==> src/rtl/dff_input_debounce.sv <==
// Input debounce stage feeding the d-flip-flop datapath.
// A raw, possibly bouncing input is passed through a SYNC_STAGES-deep synchroniser.
// The synchronised level s must be seen on STABLE_CYCLES consecutive edges before the
// debounced level q changes. The rise and fall outputs are one-cycle strobes that mark
// each change of q.
// Optional feature: define DEBOUNCE_GLITCH_CNT_EN to add a saturating 8-bit glitch_cnt
// output that counts rejected pulses.
// Reset is synchronous and active-low on rstn.

module dff_input_debounce #(
   parameter int unsigned SYNC_STAGES   = 2,
   parameter int unsigned STABLE_CYCLES = 4
) (
   input  logic       clk,
   input  logic       rstn,
   input  logic       din,
   output logic       q,
   output logic       rise,
   output logic       fall
`ifdef DEBOUNCE_GLITCH_CNT_EN
   ,
   output logic [7:0] glitch_cnt
`endif
);

   // Parameters outside the legal range are flagged at elaboration.
   if (SYNC_STAGES < 2 || SYNC_STAGES > 4) begin : g_bad_sync_stages
      $error("dff_input_debounce: SYNC_STAGES must be in 2..4");
   end
   if (STABLE_CYCLES < 2 || STABLE_CYCLES > 255) begin : g_bad_stable_cycles
      $error("dff_input_debounce: STABLE_CYCLES must be in 2..255");
   end

   // The terminal count is one less than STABLE_CYCLES. The edge that enters a wait
   // state already counts as the first stable sample.
   localparam logic [7:0] CntMax = 8'(STABLE_CYCLES - 1);

   typedef enum logic [1:0] {
      st_idle_low  = 2'b00,
      st_wait_high = 2'b01,
      st_idle_high = 2'b10,
      st_wait_low  = 2'b11
   } state_e;

   logic [SYNC_STAGES-1:0] sync_q;
   logic                   s;

   state_e                 state_q, state_d;
   logic [7:0]             cnt_q, cnt_d;
   logic                   q_q, q_d;
   logic                   rise_q, rise_d;
   logic                   fall_q, fall_d;

   // Synchroniser chain: din enters bit 0, and the top bit is the synchronised level.
   always_ff @(posedge clk) begin
      if (!rstn) begin
         sync_q <= '0;
      end else begin
         sync_q <= {sync_q[SYNC_STAGES-2:0], din};
      end
   end

   assign s = sync_q[SYNC_STAGES-1];

   // State, stable-sample counter, debounced level and strobe registers.
   always_ff @(posedge clk) begin
      if (!rstn) begin
         state_q <= st_idle_low;
         cnt_q   <= 8'd0;
         q_q     <= 1'b0;
         rise_q  <= 1'b0;
         fall_q  <= 1'b0;
      end else begin
         state_q <= state_d;
         cnt_q   <= cnt_d;
         q_q     <= q_d;
         rise_q  <= rise_d;
         fall_q  <= fall_d;
      end
   end

   // Next-state logic: any sample that matches the current level during a wait cancels it.
   // The count then restarts from the idle state, so a partial count is never carried over.
   always_comb begin
      state_d = state_q;
      cnt_d   = cnt_q;
      q_d     = q_q;
      rise_d  = 1'b0;
      fall_d  = 1'b0;

      unique case (state_q)
         st_idle_low: begin
            q_d = 1'b0;
            if (s) begin
               state_d = st_wait_high;
               cnt_d   = 8'd1;
            end
         end

         st_wait_high: begin
            q_d = 1'b0;
            if (!s) begin
               state_d = st_idle_low;
               cnt_d   = 8'd0;
            end else if (cnt_q == CntMax) begin
               state_d = st_idle_high;
               cnt_d   = 8'd0;
               q_d     = 1'b1;
               rise_d  = 1'b1;
            end else begin
               cnt_d = cnt_q + 8'd1;
            end
         end

         st_idle_high: begin
            q_d = 1'b1;
            if (!s) begin
               state_d = st_wait_low;
               cnt_d   = 8'd1;
            end
         end

         st_wait_low: begin
            q_d = 1'b1;
            if (s) begin
               state_d = st_idle_high;
               cnt_d   = 8'd0;
            end else if (cnt_q == CntMax) begin
               state_d = st_idle_low;
               cnt_d   = 8'd0;
               q_d     = 1'b0;
               fall_d  = 1'b1;
            end else begin
               cnt_d = cnt_q + 8'd1;
            end
         end

         default: begin
            state_d = st_idle_low;
            cnt_d   = 8'd0;
            q_d     = 1'b0;
         end
      endcase
   end

   assign q    = q_q;
   assign rise = rise_q;
   assign fall = fall_q;

`ifdef DEBOUNCE_GLITCH_CNT_EN
   logic       glitch_evt;
   logic [7:0] glitch_q, glitch_d;

   // Detect a rejection: an abandoned wait in either direction.
   always_comb begin
      glitch_evt = ((state_q == st_wait_high) && !s) || ((state_q == st_wait_low) && s);
   end

   // Next value of the glitch counter, which holds at 8'hFF instead of wrapping.
   always_comb begin
      glitch_d = glitch_q;
      if (glitch_evt && (glitch_q != 8'hFF)) begin
         glitch_d = glitch_q + 8'd1;
      end
   end

   // Glitch counter register.
   always_ff @(posedge clk) begin
      if (!rstn) begin
         glitch_q <= 8'd0;
      end else begin
         glitch_q <= glitch_d;
      end
   end

   assign glitch_cnt = glitch_q;
`endif

endmodule
==> config.mk <==
export PLATFORM = sky130hd
export DESIGN_NAME = dff_input_debounce
export DESIGN_NICKNAME = d
export VERILOG_FILES = /design/src/rtl/dff_input_debounce.sv
export SDC_FILE = /design/constraint.sdc
export NUM_CORES = 1
export LEC_CHECK = 0
export ABC_AREA = 1
export BUFFER_PORTS_ARGS = -buffer_cell sky130_fd_sc_hd__clkbuf_2
export CORE_UTILIZATION = 50
export DETAILED_ROUTE_END_ITERATION = 16
export GPL_ROUTABILITY_DRIVEN = 1
export PLACE_DENSITY = 0.65
export RECOVER_POWER = 100
export SLEW_MARGIN = 20
export SYNTH_ARGS = -nofsm -noshare
export SYNTH_HDL_FRONTEND = slang
export SYNTH_SLANG_ARGS = --single-unit
==> constraint.sdc <==
create_clock -name clk -period 1.8 [get_ports clk]
set_input_delay 0.18 -clock clk [delete_from_list [all_inputs] [get_ports clk]]
set_output_delay 0.18 -clock clk [all_outputs]
set_load 0.03 [all_outputs]
==> summary by stage, run 1 <==
Status
The run finished with clean final reports.

Synth
The biggest area contributor in the post-synthesis netlist is dfxtp_1. After Yosys synthesis, XOR and XNOR cells account for 0% of the synthesized area. Synthesis produced 98 cells.

After synthesis, the largest family of logic cells by area is simple AND/OR/NAND/NOR gates. Measured against the total synthesized area, the mux share comes to 0%. The synthesized-area fraction occupied by and/or/nand/nor cells is 36.2%. The number of distinct standard cells referenced by the synthesized netlist is 18.

The share of synthesized cell area in full adder, half adder and majority cells is 1.80%. The yosys synthesis warning count is 0. Counting instances in the post-synthesis netlist gives the leading cell types as 28 x nand2_1, 15 x dfxtp_1, 13 x inv_1, 9 x a21oi_1, 9 x nand3_1.

The number of nets in the synthesized netlist is 102. The synthesized netlist devotes 10.6% of its cell area to compound gates. The async set-reset flop share out of synthesis is 0%.

Synthesis inferred 15 register bits. The share of the Yosys chip area taken by registers is 43.2%. Yosys mapped a number of flops with a built-in enable equal to 0. For this run, the leading register cell type out of synthesis is dfxtp_1.

Sorting the synthesized cells by area gives the leading types as dfxtp_1 43%, nand2_1 15%, inv_1 7.0%, a21oi_1 6.5%, nand3_1 6.5%. The average footprint of a synthesized cell is 7.09 sq um. In this run the cell area of the synthesized design comes to 694 sq um. By instance count, the leading cell after synthesis is nand2_1. The portion of synthesized cell area occupied by the leading cell type is 43.2%.

Floorplan
The number of top-level pins is 6. The total number of placement rows is 13. The y dimension of the die is 39.3 um.

The starting density of the core is 53.4%. The die is 39.3 um wide. The floorplan step defined a die boundary enclosing 0.00154 sq mm. The core region is 0.00130 sq mm.

Setup path
At the worst endpoint, the arrival time is 1.57 ns. The critical path goes through ha_1, nand2_1, nor2_1, nand2_1, o21ai_2, a21oi_1. Of all nets on the critical path, the largest fanout is 4. The most repeated library cell on the critical path is nand2_1.

The critical path data required time is 1.98 ns. The worst stage delay on the critical path is 0.39 ns. The worst setup path is launched from a flop.

The cell at the slowest stage of the critical path is dfxtp_1. The endpoint kind of the worst setup timing path is a flop. The path type of the worst setup path is flop to flop.

Finish
In the final layout, the multi-input gates occupy 330 sq um. The final-stage net count is 111. The number of antenna diodes in the final layout is 0. The register area is 300 sq um. The filler cell count is 124.

After routing the design area is 744 sq um. The area growth from synthesis to layout is 7.21%. Of the cells placed in the final design, the portion with a size suffix greater than 1 is 10.4%.

The core occupancy in the finished layout is 57.2%. Leaving out filler cells and counting taps, the final layout contains 121.

Power
The leakage power summed over all cells is 0.293 nW. The clock network is responsible for 34.7% of the overall power. Combinational logic burns 4.6% of the power. The ratio of total power to cell area is 756 mW/mm^2. The cell-internal power is 0.431 mW. The sequential share of power is 60.8%.

The final total power is 0.563 mW. The net switching fraction of the power is 23.4%. IR analysis of the VDD net gives a maximum drop of 0.000395 V. The analysis attributes to net switching a power of 0.132 mW.

Clock network
The number of buffers added to fix hold violations after cts is 0. The clock transition time at the flip-flop clock pins of the worst setup and hold paths is 0.09 ns. The tree is rooted in a clkbuf_4.

The CTS tree is yes. In this run, post-CTS repair resized a total of 0 instances. CTS built an H-tree with a depth of 1. CTS saw 15 sinks. Clock tree synthesis inserted a total of 3 buffers. The post-CTS repair timing setup buffer count is 0.

The clock latency on the worst-skew pair is 0.29 ns. Counting along the longest clock path gives a buffer depth of 2.

Timing
The final number of setup-violating endpoints is 0. The upper clock frequency limit is 0.720 GHz. Adding up every negative setup slack in the final design gives 0 ns.

The tightest hold path in the finished design has a slack of 0.0762 ns. The remaining max-slew budget at the tightest pin is 75.1%. The final setup slack of the worst path is 0.411 ns. Setup repair after global routing left no endpoint under its margin. For the pin with the worst max-slew slack, the measured transition is 0.374 ns. The final critical path takes up 77.2% of the cycle. After layout, the minimum clock period comes to 1.39 ns. The hold violation count in the final report was 0. The number of slew-limit violations in the final report was 0. The clock arrives with 0.00222 ns of skew.

Placement
The final weighted congestion in routability-driven placement is 0.801. Detailed placement finished with a half-perimeter wire length of 885 um. The post-placement cell count is 117. The pre-CTS setup slack is 0.585 ns. Once placement finished, the instance area stood at 731 sq um. Buffers placed on the I/O ports in this run total 5.

GRT
The number of antenna violations at the first check in global routing was 0. The total grt overflow is 0. Across every metal layer, demand over resource in global routing totals 20.3%. The number of global-route vias before repair was 472. The global-route wire length before repair is 2.00 mm. Entering global routing, the biggest net connects 9 pins.

Routing
Across all layers, the routed design uses 601 vias. The number of DRC violations after detailed-routing iteration 0 is 20. The number of nets with antenna violations after detailed routing is 0. In the routed design, unresolved DRC markers number 0. The first detailed-routing pass ran for 4 iterations. In the routed layout, each cell is associated on average with a via count of 4.97.

The wire length per cell after detailed routing is 10.6 um. The aggregate routed wire length is 1.28 mm.

Min path
In this run the worst hold path is classified as input port to flop.

Flow run
Max-cap violations in this run came to 0.
==> final timing paths <==
check / from / to / slack (ns) / cells past startpoint
worst min-delay path: din / sync_q[0] / 0.08 / 3
worst min register to register: sync_q[0] / sync_q[1] / 0.42 / 2
worst max register to register: cnt_q[0] / flop / 0.41 / 6
worst max-delay path: cnt_q[0] / flop / 0.41 / 6
==> placed cells by master, fill, tap and decap left out <==
cell	n
nor2_2	2
o21ai_2	1
dfxtp_1	15
or2_2	1
o21ai_1	1
nor3_1	3
nand4_1	1
clkbuf_4	3
nand3_1	9
inv_1	13
clkbuf_2	1
nand2_2	1
nor2_1	7
nor3_2	1
a21oi_1	9
o21ai_0	3
ha_1	1
nand2_1	28
nor2_4	1
clkbuf_1	5
==> area by class of cell <==
class / instances / area share [%]
timing repair buffer: 5 / 2.69
inverter: 13 / 6.55
tap: 15 / 2.52
sequential: 15 / 40.3
multi-input combinational: 69 / 44.4
clock buffer: 4 / 3.53
==> kinds of logic after synthesis <==
logic type	after synthesis
flip-flops	15
buffers and inverters	14
AND/OR/NAND/NOR	54
AO/OA/AOI/OAI	14
adder cells (fa/ha/maj)	1
==> flip-flops by register name (all words and copies together) (netlist names), named ones only <==
signal,flops
cnt_q,8
fall,1
q,1
rise,1
state_q,1
sync_q,2
==> power groups by stage <==
stage          clock [mW]  sequential [mW]  combinational [mW]
4_1_cts             0.204            0.342              0.0262
2_1_floorplan           0            0.348              0.0168
6_report            0.195            0.342              0.0257
5_1_grt             0.207            0.343              0.0287
3_3_place_gp            0            0.349              0.0256
3_5_place_dp            0            0.349              0.0256
==> metal layers <==
metal,GRT usage [%],up-vias,share of wire [%]
met5,0,-,0
met4,15.5,0,3.0
met3,3.41,5,1.9
met2,28.7,8,39
met1,26.8,258,56
li1,-,330,-
==> critical path: cells and delay by family (launching register included) <==
kind                     cells  cell delay (ns)
AND/OR/NAND/NOR              3             0.48
flip-flops                   1             0.39
adder cells (fa/ha/maj)      1             0.21
AO/OA/AOI/OAI                2             0.20
Note: power is estimated with default switching activity, not from simulation.
==> inputs of run 2 (changes only) <==
==> constraint.sdc (replaced) <==
create_clock -name clk -period 1.4 [get_ports clk]
set_input_delay 0.14 -clock clk [delete_from_list [all_inputs] [get_ports clk]]
set_output_delay 0.14 -clock clk [all_outputs]
set_load 0.03 [all_outputs]
==> summary by stage, run 2 (synthesis gave the netlist of run 1 again) <==
Floorplan
The y dimension of the die came to 39.3 um (unchanged). The starting density of the core came to 53.4% (unchanged). The number of top-level pins is 6 (unchanged). The area of the core region was 0.00130 sq mm (unchanged). The total number of placement rows came to 13 (unchanged). The horizontal die dimension is 39.3 um (unchanged). The overall die area is 0.00154 sq mm (unchanged).

Power
The ratio of total power to cell area came to 962 mW/mm^2 (+27%). The cell-internal power was 0.555 mW (+29%). The final total power is 0.724 mW (+29%). The largest vdd supply drop came to 0.000508 V (+29%).

The leakage power summed over all cells is 0.292 nW (about the same). The share of power burned in combinational logic came to 4.6% (about the same). The net switching fraction of the power was 23.4% (about the same).

The power spent charging and discharging nets is 0.169 mW (+28%). The clock group share of total power is 34.7% (about the same). The sequential share of power is 60.8% (about the same).

Finish
The core occupancy in the finished layout is 57.8% (+0.58 points). The final non-filler cell area is 752 sq um (+1.0%). The largest registers in the layout are cnt_q x8, sync_q x2. The area overhead of the layout relative to synthesis is 8.29%. The filler cell count came to 122 (-1.6%). The number of flip-flops in the largest register is 8 (unchanged). The final-stage net count was 111 (unchanged). In the layout the commonest cells are 28 x nand2_1, 15 x dfxtp_1, 13 x inv_1, 9 x nand3_1, 9 x a21oi_1. The number of inserted diodes is 0 (unchanged). The share of cells above drive strength 1 is 11.3% (+0.94 points). The top register by number of flip-flops is cnt_q.

The library cell used most frequently in the layout, excluding fill and tap cells, is nand2_1.

Placement
The post-placement cell area is 731 sq um (unchanged). The pre-CTS setup slack is 0.185 ns (-0.400 ns). The final weighted congestion in routability-driven placement is 0.801 (unchanged). The HPWL after detailed placement is 885 um (unchanged). The count of input and output buffers is 5 (unchanged).

Clock network
The maximum level of the CTS H-tree is 1 (unchanged). The CTS tree is yes. The clock root buffer is clkbuf_4.

The clock transition time at the flip-flop clock pins of the worst setup and hold paths is 0.09 ns (about the same). The number of buffers added by the clock tree synthesis step is 3 (unchanged). The number of cells upsized or downsized after cts is 0 (unchanged). The post-CTS repair timing setup buffer count is 0 (unchanged). The number of buffers added to fix hold violations after cts is 0 (unchanged). The clock tree buffer depth is 2 (unchanged). The total clock sinks came to 15 (unchanged).

The clock latency on the worst-skew pair is 0.29 ns (about the same).

Setup path
The family of cells with the greatest summed delay on the critical path is flip-flops. The worst setup path is captured at a flop. STA classifies the critical path startpoint as a flop.

The worst stage delay on the critical path is 0.39 ns (about the same). The critical path data required time is 1.62 ns (-0.36 ns). The setup path with the least slack is of type flop to flop. In this design, the critical path's most frequently occurring cell is nand2_1.

Walking the worst path, the cells encountered are ha_1, nand2_1, inv_1, nand2_1, o21ai_0, nand3_1, a21oi_1. The maximum fanout count along the critical path came to 4 (unchanged). The setup slack on the worst flop-to-flop path is 0.13 ns (-0.28 ns). The cell at the slowest stage of the critical path is dfxtp_1. The data arrival time at the worst-slack endpoint came to 1.50 ns (-0.07 ns). The buffering stage count on the worst path with inverters included is 1 (+1).

GRT
The number of global-route vias before repair came to 472 (unchanged). The all-layer global routing usage is 20.3% (unchanged). The number of antenna violations at the first check in global routing was 0 (unchanged). The total grt overflow is 0 (unchanged). The global-route wire length before repair is 2.00 mm (unchanged). The largest net degree at the start of global routing is 9 (unchanged).

Routing
The number of iterations in the first detailed-routing pass is 4 (unchanged). The detailed-route via count came to 601 (unchanged). The number of design rule violations left after detail routing is 0 (unchanged). The wire length per cell after detailed routing was 10.5 um (-0.86%). The number of DRC violations after detailed-routing iteration 0 is 14 (-30%).

The aggregate routed wire length is 1.27 mm (-0.86%). The number of nets with antenna violations after detailed routing came to 0 (unchanged). The per-cell via count in the routed design is 4.97 (unchanged).

Timing
The upper clock frequency limit is 0.786 GHz (+9.2%). The final clock period utilization by the worst path is 90.8% (+14 points). The final number of setup-violating endpoints is 0 (unchanged).

The hold violation count in the final report is 0 (unchanged). The clock period minus worst slack is 1.27 ns (-0.117 ns). The number of slew-limit violations in the final report is 0 (unchanged). The transition time at the pin with the least slew margin was 0.370 ns (-0.00419 ns). The total negative slack was 0 ns (unchanged).

Setup repair after global routing left no endpoint under its margin. The final worst clock skew is 0.00216 ns (-0.0000613 ns). The final setup slack of the worst path was 0.128 ns (-0.283 ns). The remaining max-slew budget at the tightest pin is 75.3% (+0.28 points).

Flow run
The number of violations of the max-capacitance limit came to 0 (unchanged).

Status
The flow ran to the end, and the final reports show no timing, DRC or antenna violations.

Min path
The class of the most critical hold timing path is input port to flop.
-- run 2: cell counts in the layout (fill, tap and decap cells not counted) --
Identical to the previous run, type by type.
-- run 2: area by class of cell --
cell class	instances	area (sq um)	area share, %
multi-input combinational	69	338	44.9
tap	15	18.8	2.50
inverter	13	48.8	6.49
timing repair buffer	5	20.0	2.66
clock buffer	4	26.3	3.49
sequential	15	300	39.9
-- run 2: power by group through the flow --
stage / combinational, mW / sequential, mW / clock (mW)
after CTS: 0.0337 / 0.440 / 0.262
final: 0.0330 / 0.440 / 0.251
after floorplan: 0.0216 / 0.448 / 0
after global placement: 0.0330 / 0.449 / 0
after global routing: 0.0369 / 0.441 / 0.266
after detailed placement: 0.0329 / 0.449 / 0
-- run 2: layer usage --
layer | global-route usage, % | vias up | routed length (um)
met5 | 0 | - | 0
met4 | 15.5 | 0 | 39
met3 | 3.41 | 5 | 27
met2 | 28.7 | 10 | 500
met1 | 26.8 | 257 | 703
li1 | - | 329 | -
-- run 2: path summary, 6_finish.rpt --
| kind | from | end | depth (start not counted) |
|---|---|---|---|
| setup / recovery | cnt_q[0] | cnt_q[6] | 7 |
| hold / removal | din | sync_q[0] | 3 |
| setup reg to reg | cnt_q[0] | cnt_q[6] | 7 |
| hold reg to reg | sync_q[0] | sync_q[1] | 2 |
-- run 2: worst register-to-register path, stage by stage, from the launching register on --
cell	delay (ns)
dfxtp_1	0.39
ha_1	0.21
nand2_1	0.08
inv_1	0.09
nand2_1	0.06
o21ai_0	0.15
nand3_1	0.09
a21oi_1	0.12
-- run 2: through the flow --
| step | hold WS, ns | instances |
|---|---|---|
| 6_report | 0.0362 | 121 |
| 5_1_grt | 0.0369 | 121 |
| 4_1_cts | 0.0355 | 121 |
| 3_5_place_dp | 0.334 | 117 |
| 3_3_place_gp | 0.325 | 117 |
| 2_1_floorplan | 0.233 | 98 |
